==> src/rtl/bus_sequencer.sv <==
// Load/store sequencer: places byte/half/word core accesses onto NB memory byte lanes.
// Lane-crossing accesses are split into two beats or trapped, and each beat has an ack timeout.
module bus_sequencer #(
  parameter int DATA_W          = 16,
  parameter int ADDR_W          = 16,
  parameter int SPLIT_UNALIGNED = 1,
  parameter int TIMEOUT         = 15
) (
  input  logic                clk,
  input  logic                reset_n,
  input  logic                req,
  input  logic                wr,
  input  logic [1:0]          size,
  input  logic                sign_extend,
  input  logic [ADDR_W-1:0]   addr,
  input  logic [DATA_W-1:0]   wdata,
  output logic                stall,
  output logic                done,
  output logic [DATA_W-1:0]   rdata,
  output logic                exc,
  output logic [1:0]          exc_code,
  output logic                mem_req,
  output logic                mem_wr,
  output logic [ADDR_W-1:0]   mem_addr,
  output logic [DATA_W/8-1:0] mem_be,
  output logic [DATA_W-1:0]   mem_wdata,
  input  logic [DATA_W-1:0]   mem_rdata,
  input  logic                mem_ack
);
  localparam int NB    = DATA_W / 8;
  localparam int OFF_W = $clog2(NB);
  localparam int CNT_W = (TIMEOUT > 1) ? $clog2(TIMEOUT) : 1;

  typedef enum logic [1:0] {IDLE, BEAT0, BEAT1, DONE} state_t;
  state_t state, state_nxt;

  function automatic logic [DATA_W-1:0] lane_mask(input logic [NB-1:0] be);
    logic [DATA_W-1:0] m;
    m = '0;
    for (int i = 0; i < NB; i++) m[i*8 +: 8] = {8{be[i]}};
    return m;
  endfunction

  function automatic logic [DATA_W-1:0] rotl_bytes(input logic [DATA_W-1:0] w, input logic [OFF_W-1:0] o);
    logic [2*DATA_W-1:0] t;
    t = {w, w} << {o, 3'b000};
    return t[2*DATA_W-1:DATA_W];
  endfunction

  function automatic logic [DATA_W-1:0] rotr_bytes(input logic [DATA_W-1:0] w, input logic [OFF_W-1:0] o);
    logic [2*DATA_W-1:0] t;
    t = {w, w} >> {o, 3'b000};
    return t[DATA_W-1:0];
  endfunction

  logic [OFF_W-1:0]  off_in, off_q;
  logic [1:0]        size_q;
  logic              wr_q, sext_q;
  logic [ADDR_W-1:0] base_q;
  logic [DATA_W-1:0] wdata_q, data_q, rdata_q;
  logic [NB-1:0]     be0_q, be1_q;
  logic [CNT_W-1:0]  wait_cnt;
  logic              exc_q;
  logic [1:0]        exc_code_q;

  logic              size_ok, crosses, trap, expire, last_beat;
  logic [2*NB-1:0]   lanes, be_span;
  logic [DATA_W-1:0] collected, rotated, ext_mask, msb_sel, rd_result;
  logic [DATA_W:0]   one_sh;

  // Request decode: the access footprint spans two lane groups; the upper group is beat 1.
  assign off_in  = addr[OFF_W-1:0];
  assign size_ok = (size == 2'd0) || (size == 2'd1) || (size == 2'd2 && NB == 4);
  always_comb begin
    case (size)
      2'd0:    lanes = (2*NB)'(1);
      2'd1:    lanes = (2*NB)'(3);
      default: lanes = (2*NB)'(15);
    endcase
  end
  assign be_span = lanes << off_in;
  assign crosses = |be_span[2*NB-1:NB];
  assign trap    = !size_ok || (crosses && SPLIT_UNALIGNED == 0);

  assign expire    = (TIMEOUT > 0) && (wait_cnt == CNT_W'(TIMEOUT - 1));
  assign last_beat = mem_ack && (state == BEAT1 || be1_q == '0);

  // Read assembly: merge this beat's lanes, undo the lane rotation, then extend.
  assign collected = data_q | (mem_rdata & lane_mask(state == BEAT1 ? be1_q : be0_q));
  assign rotated   = rotr_bytes(collected, off_q);
  assign one_sh    = (DATA_W+1)'(1) << (6'd8 << size_q);
  assign ext_mask  = one_sh[DATA_W-1:0] - DATA_W'(1);
  assign msb_sel   = one_sh[DATA_W:1];
  assign rd_result = (rotated & ext_mask) | ((sext_q && |(rotated & msb_sel)) ? ~ext_mask : '0);

  always_ff @(posedge clk or negedge reset_n) begin
    if (!reset_n) state <= IDLE;
    else          state <= state_nxt;
  end

  always_comb begin
    state_nxt = state;
    mem_req   = 1'b0;
    mem_wr    = 1'b0;
    mem_addr  = '0;
    mem_be    = '0;
    mem_wdata = '0;
    case (state)
      IDLE:  if (req) state_nxt = trap ? DONE : BEAT0;
      BEAT0: begin
        if (mem_ack)     state_nxt = (be1_q != '0) ? BEAT1 : DONE;
        else if (expire) state_nxt = DONE;
      end
      BEAT1: if (mem_ack || expire) state_nxt = DONE;
      DONE:  state_nxt = IDLE;
      default: state_nxt = IDLE;
    endcase
    if (state == BEAT0 || state == BEAT1) begin
      mem_req   = 1'b1;
      mem_wr    = wr_q;
      mem_addr  = (state == BEAT1) ? base_q + ADDR_W'(NB) : base_q;
      mem_be    = (state == BEAT1) ? be1_q : be0_q;
      mem_wdata = wdata_q;
    end
    stall    = reset_n && ((state == IDLE && req) || mem_req);
    done     = (state == DONE);
    exc      = exc_q;
    exc_code = exc_code_q;
    rdata    = rdata_q;
  end

  always_ff @(posedge clk or negedge reset_n) begin
    if (!reset_n) begin
      off_q      <= '0;
      size_q     <= '0;
      wr_q       <= 1'b0;
      sext_q     <= 1'b0;
      base_q     <= '0;
      wdata_q    <= '0;
      data_q     <= '0;
      rdata_q    <= '0;
      be0_q      <= '0;
      be1_q      <= '0;
      wait_cnt   <= '0;
      exc_q      <= 1'b0;
      exc_code_q <= 2'd0;
    end else begin
      case (state)
        IDLE: begin
          wait_cnt <= '0;
          if (req) begin
            off_q   <= off_in;
            size_q  <= size;
            wr_q    <= wr;
            sext_q  <= sign_extend;
            base_q  <= {addr[ADDR_W-1:OFF_W], {OFF_W{1'b0}}};
            wdata_q <= rotl_bytes(wdata, off_in);
            be0_q   <= be_span[NB-1:0];
            be1_q   <= be_span[2*NB-1:NB];
            data_q  <= '0;
            if (!size_ok) begin
              exc_q      <= 1'b1;
              exc_code_q <= 2'd3;
            end else if (trap) begin
              exc_q      <= 1'b1;
              exc_code_q <= 2'd1;
            end
          end
        end
        BEAT0, BEAT1: begin
          if (mem_ack) begin
            wait_cnt <= '0;
            data_q   <= collected;
            if (last_beat && !wr_q) rdata_q <= rd_result;
          end else if (expire) begin
            wait_cnt   <= '0;
            exc_q      <= 1'b1;
            exc_code_q <= 2'd2;
            if (!wr_q) rdata_q <= '0;
          end else begin
            wait_cnt <= wait_cnt + CNT_W'(1);
          end
        end
        DONE: begin
          exc_q      <= 1'b0;
          exc_code_q <= 2'd0;
        end
        default: ;
      endcase
    end
  end
endmodule

==> config.mk <==
export PLATFORM = sky130hd
export DESIGN_NAME = bus_sequencer
export DESIGN_NICKNAME = d
export VERILOG_FILES = /design/src/rtl/bus_sequencer.sv
export SDC_FILE = /design/constraint.sdc
export NUM_CORES = 1
export LEC_CHECK = 0
export BUFFER_PORTS_ARGS = -buffer_cell sky130_fd_sc_hd__buf_2
export CORE_MARGIN = 2
export CORE_UTILIZATION = 25
export DETAILED_ROUTE_END_ITERATION = 10
export PLACE_DENSITY = 0.45
export SETUP_SLACK_MARGIN = 0.2
export SYNTH_ARGS = -nofsm -noshare
export SYNTH_HDL_FRONTEND = slang
export SYNTH_SLANG_ARGS = --single-unit
export TNS_END_PERCENT = 1
==> constraint.sdc <==
create_clock -name clk -period 6.7 [get_ports clk]
set_input_delay 1.34 -clock clk [delete_from_list [all_inputs] [get_ports clk]]
set_output_delay 1.34 -clock clk [all_outputs]
set_load 0.02 [all_outputs]
[After elaboration in Yosys (flattened, before gate mapping)]
Cells that the tools add are included.
Operators by class
  bitwise operators: 6
  shift-type cells: 5
  equal/unequal tests: 14
  mux-type cells: 36
  add/sub/neg operators: 3
  reductions and logical operators: 24
Operators with widths (count)
  $mux 16: 10
  $and 16x16->16: 3
  $or 16x16->16: 2
  $pmux 16 s2: 1
  $shl 32x4->32: 1
  $shr 32x4->16: 1
  $mux 2: 11
  $shl 1x6->17 const A: 1
  $add 16x2->16 const B: 1
  $not 16->16: 1
  $pmux 4 s2: 2
  $reduce_or 16->1: 1
  $sub 16x1->16 const B: 1
  $ne 2x2->1 const B: 6
  $mux 4: 2
  $pmux 2 s4: 1
  $reduce_and 4->1: 2
  $mux 1: 7
  $logic_not 2->1: 3
  $pmux 2 s3: 1
  $reduce_and 3->1: 2
  $reduce_bool 2->1: 3
  $shl 4x2->6 const A: 1
  $logic_and 1x1->1: 5
  other kinds (12): 19
Word-level totals
  input bits: 56
  logic and storage cells: 102
  output and inout port bits: 57
  bits in registers: 81

[Longest topological paths before layout]
Gate-level depths: netlist of run 1.
  depth after elaboration: 12
  depth in mapped cells: 8
  gate-level depth less buffers: 6

[Least setup slack after synthesis of run 1]
No wires, ideal clock.
  path kind: in2out
  from: input req
  to: output stall
  slack: 3.277 ns
  buffers on the path: 1
  data required time: 5.360 ns
  stages: 3
  arrival time: 2.083 ns
  path through: nand2_1 -> clkbuf_1 -> a21boi_0
Between the ends
  word-level cells in the longest chain between the ends: 3
Ends and longest elaborated chain
  from (decl): RTL line 11  | input logic req,
  $logic_and 1x1->1: RTL line 125  | stall = reset_n && ((state == IDLE && req) || mem_req);
  $logic_or 1x1->1: RTL line 125
  $logic_and 1x1->1: RTL line 125
  to (decl): RTL line 17  | output logic stall,
No other way between the ends.

[Worst setup path after layout of run 1]
  from: register state[1]
  to: output mem_addr[9]
Between the ends
  word-level cells in the longest chain between the ends: 3
  elaborated cells between the ends (all ways): 5
  classes of those cells: eq/ne: 2; mux: 2; reduce/logical: 1
Ends and longest elaborated chain
  from (decl): RTL line 35  | state_t state, state_nxt;
  from (signal assigned): RTL line 98  | else state <= state_nxt;
  $eq 2x2->1 / $eq 2x1->1 (equally long branches): RTL line 118, 121
  $mux 16 / $logic_or 1x1->1 (equally long branches): RTL line 121, 118
  $mux 16 *: RTL line 118  | if (state == BEAT0 || state == BEAT1) begin
  to (decl): RTL line 24  | output logic [ADDR_W-1:0] mem_addr,
Every way passes the cells marked *; elsewhere a longest branch is shown, timed or not.

==> impl_metrics.tcl, run 1 <==
set metrics [dict create \
    hold_viol_final 0 \
    min_period_over_period_pct 64.2 \
    core_um2 17800 \
    swShare_pct 44.3 \
    fp.dieH_um 138 \
    outcome "finished clean" \
    setup_violations 0 \
    cap_violations 0 \
    routabilityCongestion 0.764 \
    fmax_mhz 232 \
    synthCells 451 \
    end_kind "output port" \
    syn_avg_cell_area_um2 10.0 \
    path_cells "inv_1 -> ha_1 -> clkinv_1 -> a21oi_1 -> buf_2" \
    min_period_ps 4300 \
    cts_buffer_depth 2 \
    start_kind "flip-flop" \
    yosys_warnings 0 \
    cts_resized 0 \
    synthArstFlopShare_pct 100 \
    tritoncts "done" \
    path_clk_slew_ps 70 \
    finalSetupTns_ps 0 \
    clock_sinks 81 \
    r2r_setup_slack_ps 3170 \
    die-area_um2 19100 \
    crit_slowest_cell "ha_1" \
    ir_worst_vdd_mv 0.191 \
    rsz0062_at_grt "false" \
    sequentialPowerShare_pct 30.2 \
    hold_path_class "flip-flop to flip-flop" \
    cp_max_fo 28 \
    final_cells 786 \
    ctsRootBufferMaster "clkbuf_16" \
    synthFlopType "dfrtp_1" \
    grt_max_degree 55 \
    vias_per_cell 4.90 \
    detail-route-antenna-nets 0 \
    drt-initial-drc-count 214 \
    overflow 0 \
    dr.pass1.iters 4 \
    ios 113 \
    htreeDepth 3 \
    layout-drive-gt1-share_pct 28.1 \
    synth-edff-count 0 \
    drc_errors 0 \
    synth_fp_nets 519 \
    cts_post_setup_buffers_inserted 0 \
    worst-path-buf-inv 3 \
    slew_headroom_pct 15.6 \
    final_nets 619 \
    clkPwrFrac_pct 20.4 \
    ys_ff_latch 81 \
    ys_types 52 \
    yosysSeqAreaShare_pct 44.9 \
    grt_pass1_wl_mm 21.2 \
    num_vias 3853 \
    place.port_buffers 111 \
    dp_hpwl_mm 9.27 \
    syn-cell-area_um2 4510 \
    p_int_mw 1.69 \
    wl_per_cell_um 16.6 \
    cts_hold_buf 0 \
    path_class "flip-flop to output port" \
    grt_usage_pct 13.9 \
    chipWidth_um 138 \
    cts_inserted_buffers 9 \
    netSwitchingPower_mw 1.34 \
    initial_core_util_pct 25.3 \
    grt_pass1_vias 3871 \
    arrival_ps 2960 \
    cp_top_family "buffers and inverters" \
    antenna_found_initial 1 \
    drv_slew 0 \
    fillers 1887 \
    clock_latency_ps 350 \
    p_leak_nw 2.66 \
    rows 49 \
    dp_cells 769 \
    finClkSkew_ps 11.4 \
    wirelength_mm 13.1 \
    syn_to_final_growth_pct 24.5 \
    p_per_area_nw_per_um2 539 \
    max_stage_delay_ps 820 \
    cp.required_ps 5360 \
    tightest_slew_ps 1260 \
    comb_power_share_pct 49.3 \
]
==> worst reg2reg max path: stages, from the launching register on <==
cell,delay [ps]
dfrtp_1,440
inv_1,110
ha_1,820
clkinv_1,730
a2111o_1,780
and2_1,290
a221o_1,260
==> cells in the final DEF, fill, tap and decap left out, types with 3 or more instances in the layout <==
cell type / count
nor3b_1: 4
a32oi_1: 15
ha_1: 12
buf_4: 4
clkbuf_16: 9
buf_2: 110
a211o_1: 22
and2_1: 21
o211ai_1: 4
a21oi_1: 17
o211ai_2: 4
dfrtp_1: 81
a22oi_1: 3
xor2_1: 5
nand3_1: 18
nand4_1: 5
bufinv_16: 4
mux2_2: 17
o21ai_0: 28
nor2_1: 19
nor3_1: 8
a22o_1: 11
nor4_1: 4
inv_1: 16
nand2_1: 50
xnor2_1: 5
nand2b_1: 3
mux2i_1: 24
==> registers in the layout, summed over array words and instances (netlist names) <==
name and flops:
wdata_q 16, rdata 16, be1_q 2, wr_q 1
size_q 2, wait_cnt 4, data_q 16, exc 1
off_q 1, state 2, exc_code 2, sext_q 1
base_q 15, be0_q 2
==> final cells by class <==
type | instances | area (um2) | area share [%]
multi-input cells | 328 | 2290 | 40.8
well taps | 229 | 287 | 5.10
repair buffers | 114 | 581 | 10.3
inverters | 17 | 63.8 | 1.14
clock buffers | 10 | 229 | 4.08
diodes | 1 | 2.50 | 0.0445
flip-flops and latches | 81 | 2030 | 36.1
clock inverters | 6 | 138 | 2.45
==> routing by layer <==
layer  vias to the layer above  GRT usage (%)  part of all wire (%)
met5                         -              0                     0
met4                         0           5.10                   2.0
met3                        15           2.94                   4.8
met2                       109           22.3                    46
met1                      1881           18.5                    48
li1                       1848              -                     -
==> Yosys cell counts (all sizes together), types with 2 or more instances <==
cell type / count / area share [%]
ha: 12 / 3.3
mux2: 19 / 4.9
buf: 11 / 1.7
inv: 16 / 1.3
nand2: 50 / 4.2
nand2b: 3 / 0.42
o21ai: 28 / 3.1
and4: 2 / 0.39
nor3: 8 / 0.89
xnor2: 5 / 0.97
xor2: 5 / 0.97
nand4: 5 / 0.69
mux2i: 24 / 5.3
nor3b: 4 / 0.67
and2: 22 / 3.1
nor2: 19 / 1.6
or3: 2 / 0.28
a32oi: 15 / 2.9
a22o: 11 / 2.1
a2111o: 2 / 0.50
a21oi: 17 / 1.9
nand3: 18 / 2.0
or2: 2 / 0.28
a22oi: 3 / 0.50
a32o: 2 / 0.44
nor4: 4 / 0.55
o211ai: 8 / 1.8
dfrtp: 81 / 45
a211o: 22 / 4.3
clkbuf: 14 / 1.2
a221o: 2 / 0.44
==> path summary, 6_finish.rpt <==
kind / startpoint / depth (start not counted) / end
max: state[1] / 5 / mem_addr[9]
min: wdata_q[9] / 2 / wdata_q[9]
max reg2reg: state[1] / 6 / rdata[7]
min reg2reg: wdata_q[9] / 2 / wdata_q[9]
max in group asynchronous: reset_n / 2 / rdata[15]
min in group asynchronous: reset_n / 1 / wdata_q[15]
==> through the flow <==
step / setup slack (ps) / instance area (um2) / hold slack [ps] / utilization (%) / power [mW]
after detailed placement: 2720 / 5250 / 464 / 29.4 / 2.43
final: 2400 / 5620 / 472 / 31.5 / 3.03
after floorplan: 3280 / 4510 / 442 / - / 1.97
after CTS: 2330 / 5620 / 480 / 31.5 / 3.07
after global placement: 2780 / 5250 / 456 / 29.4 / 2.41
after global routing: 1980 / 5620 / 502 / 31.5 / 3.25
==> power by group through the flow <==
stage	registers, mW	clock network (mW)	logic [mW]
floorplan	0.899	0	1.07
global placement	0.914	0	1.50
detailed placement	0.923	0	1.51
CTS	0.915	0.637	1.51
global route	0.950	0.658	1.64
finish	0.916	0.619	1.49
==> kinds of logic (layout without fill, tap and decap cells) <==
group | Yosys count | after routing | synth area share (%)
xor gates and xnor gates | 10 | 10 | 1.94
DFF | 81 | 81 | 44.9
AOI/OAI and AO/OA | 120 | 120 | 19.7
muxes | 43 | 43 | 10.2
and+or+nand+nor | 142 | 142 | 15.4
buffers and inverters | 42 | 147 | 4.30
other | 1 | 2 | 0.0831
adders and majority gates | 12 | 12 | 3.33
No activity file was read; power rests on OpenSTA's default activity.
==> run 2, diff against run 1 <==
ABC_AREA = 1   (was unset)
PLACE_DENSITY = 0.44   (was 0.45)
clock period = 4.05 ns   (was 6.7 ns; I/O delays follow)
==> run 2 against run 1 <==
  * The flow now finishes with violations (design-rule violations)
  * Via count up 11%
  * Utilization about the same
  * Setup slack worse by 1600 ps
  * Sequential share of layout area down 0.45 points
  * Sequential cell count unchanged
  * Combinational power up 96%
  * Critical path type unchanged
==> impl_metrics.tcl, run 2 <==
set metrics [dict create \
    outcome "finished with violations" \
    violations "design-rule violations" \
    final_cell_mix "174 x nand2_1, 110 x buf_2, 81 x inv_1, 81 x dfrtp_1, 74 x a21oi_1" \
    yosys_warnings 0 \
    place.port_buffers 111 \
    rows 49 \
    ys_types 40 \
    use_met1_pct 18.1 \
    min_period_ps 3260 \
    chipWidth_um 140 \
    min_period_over_period_pct 80.6 \
    finish.utilization_pct 31.5 \
    use_met3_pct 4.03 \
    dr.pass1.iters 7 \
    drt-initial-drc-count 203 \
    clock_latency_ps 350 \
    synth_area_leaders "dfrtp_1 44%, nand2_1 14%, a21oi_1 8.0%" \
    gr-usage-met2_pct 22.5 \
    ios 113 \
    path_class "flip-flop to output port" \
    grt_max_degree 53 \
    synth-edff-count 0 \
    dp_hpwl_mm 9.94 \
    die-area_um2 19600 \
    slew_headroom_pct 29.5 \
    synthArstFlopShare_pct 100 \
    synth.top_cell.area_share_pct 43.8 \
    yosysMostFrequentCell "nand2_1" \
    finClkSkew_ps 8.94 \
    grt_usage_pct 14.1 \
    drv_slew 0 \
    rsz0062_at_grt "false" \
    initial_core_util_pct 25.6 \
    cts_post_setup_buffers_inserted 0 \
    end_kind "output port" \
    start_kind "flip-flop" \
    synth_fp_nets 693 \
    layout-drive-gt1-share_pct 22.3 \
    syn-cell-area_um2 4630 \
    cts_resized 0 \
    cp_max_fo 9 \
    synthCells 625 \
    num_vias 4267 \
    seq_area_um2 2030 \
    cts_inserted_buffers 9 \
    rr_worst_depth 6 \
    final_nets 794 \
    hold_path_class "input pin to asynchronous set/reset pin" \
    fmax_mhz 306 \
    clock_sinks 81 \
    drc_errors 4 \
    grt-busiest-layer "met2" \
    ir_worst_vdd_mv 0.391 \
    grt_pass1_wl_mm 21.9 \
    yosysSeqAreaShare_pct 43.8 \
    synthFlopType "dfrtp_1" \
    fillers 1982 \
    synth_common_cells "174 x nand2_1, 81 x dfrtp_1, 81 x inv_1" \
    p_per_area_nw_per_um2 910 \
    routabilityCongestion 0.782 \
    wirelength_mm 13.5 \
    cts_hold_buf 0 \
    arrival_ps 2450 \
    final_common_cell "nand2_1" \
    setup_violations 0 \
    path_clk_slew_ps 70 \
    ctsRootBufferMaster "clkbuf_16" \
    cap_violations 0 \
    tritoncts "done" \
    overflow 0 \
    r2r_end "data_q[3]" \
    finalSetupTns_ps 0 \
    syn_to_final_growth_pct 22.8 \
    ys_ff_latch 81 \
    synth_area_leader_cell "dfrtp_1" \
    r2r_setup_slack_ps 1560 \
    hold_viol_final 0 \
    core_um2 18100 \
    r2r_start "state[0]" \
    fp.dieH_um 140 \
    detail-route-antenna-nets 0 \
    multi_input_area_um2 2150 \
    vias_per_cell 4.44 \
    cp.required_ps 3240 \
    grt_pass1_vias 4304 \
    wl_per_cell_um 14.0 \
    syn_avg_cell_area_um2 7.41 \
    htreeDepth 3 \
    cts_buffer_depth 2 \
    dp_cells 944 \
    tightest_slew_ps 1050 \
    p_leak_nw 3.11 \
    antenna_found_initial 1 \
    final_cells 961 \
]
[run 2: cell types whose count changed after synthesis, sizes merged, moves of 10 or more]
cell and delta:
mux2i -24, and2 -22, mux2 -19, nand3 +10, nor2 +39, a32oi -15, nand2 +137, a21oi +59
inv +70, a211o -22, o21ai +18, a22o -11
[run 2: per-stage QoR]
step	area, um2	hold slack, ps	setup slack, ps	power [mW]
6_report	5690	389	785	5.18
5_1_grt	5690	416	591	5.65
4_1_cts	5690	399	751	5.27
3_5_place_dp	5380	460	1150	4.38
3_3_place_gp	5380	464	1210	4.35
2_1_floorplan	4630	470	1410	3.48
[run 2: critical path, stage by stage, from the launching register on]
cell	delay (ps)
dfrtp_1	430
inv_1	150
ha_1	510
nand4_1	140
nor2_1	220
nand3_1	160
nor2_1	150
nor2_1	70
nor3_2	100
buf_2	180
[run 2: area by class of cell]
| cell class | count | area share (%) |
|---|---|---|
| repair buffers | 115 | 10.3 |
| multi-input cells | 432 | 37.8 |
| clock buffers | 9 | 3.96 |
| clock inverters | 7 | 1.39 |
| well taps | 229 | 5.04 |
| flip-flops and latches | 81 | 35.6 |
| inverters | 87 | 5.83 |
| diodes | 1 | 0.0440 |
[run 2: power breakdown]
| group | switching, mW | total [mW] | internal, mW | leakage, nW |
|---|---|---|---|---|
| clock network | 0.364 | 0.847 | 0.483 | 0.139 |
| registers | 0.242 | 1.41 | 1.17 | 1.01 |
| logic | 2.03 | 2.92 | 0.887 | 1.96 |
| total | 2.64 | 5.18 | 2.54 | 3.11 |
[run 2: cells by family (layout without fill, tap and decap cells)]
logic type / Yosys count / after routing / synth area share (%)
simple gates: 288 / 288 / 28.0
compound gates: 129 / 129 / 14.7
buf+inv: 112 / 218 / 9.83
flops: 81 / 81 / 43.8
fa+ha+maj: 12 / 12 / 3.24
xor+xnor: 2 / 2 / 0.378
other cells: 1 / 2 / 0.0810
[run 2: worst max-delay path by stage]
stage | start | cells after the start | to
5_1_grt | state[0] | 11 | mem_addr[14]
6_report | state[0] | 9 | mem_addr[13]
4_1_cts | state[0] | 9 | mem_addr[13]
3_5_place_dp | state[0] | 9 | mem_addr[13]
3_3_place_gp | state[0] | 11 | mem_addr[14]
2_1_floorplan | state[0] | 5 | mem_addr[6]
[run 2: layer usage]
| metal | vias to the layer above | share of wire [%] | routed length (um) |
|---|---|---|---|
| li1 | 2173 | - | - |
| met1 | 1972 | 45 | 6110 |
| met2 | 108 | 46 | 6170 |
| met3 | 14 | 7.1 | 960 |
| met4 | 0 | 1.6 | 213 |
| met5 | - | 0 | 0 |
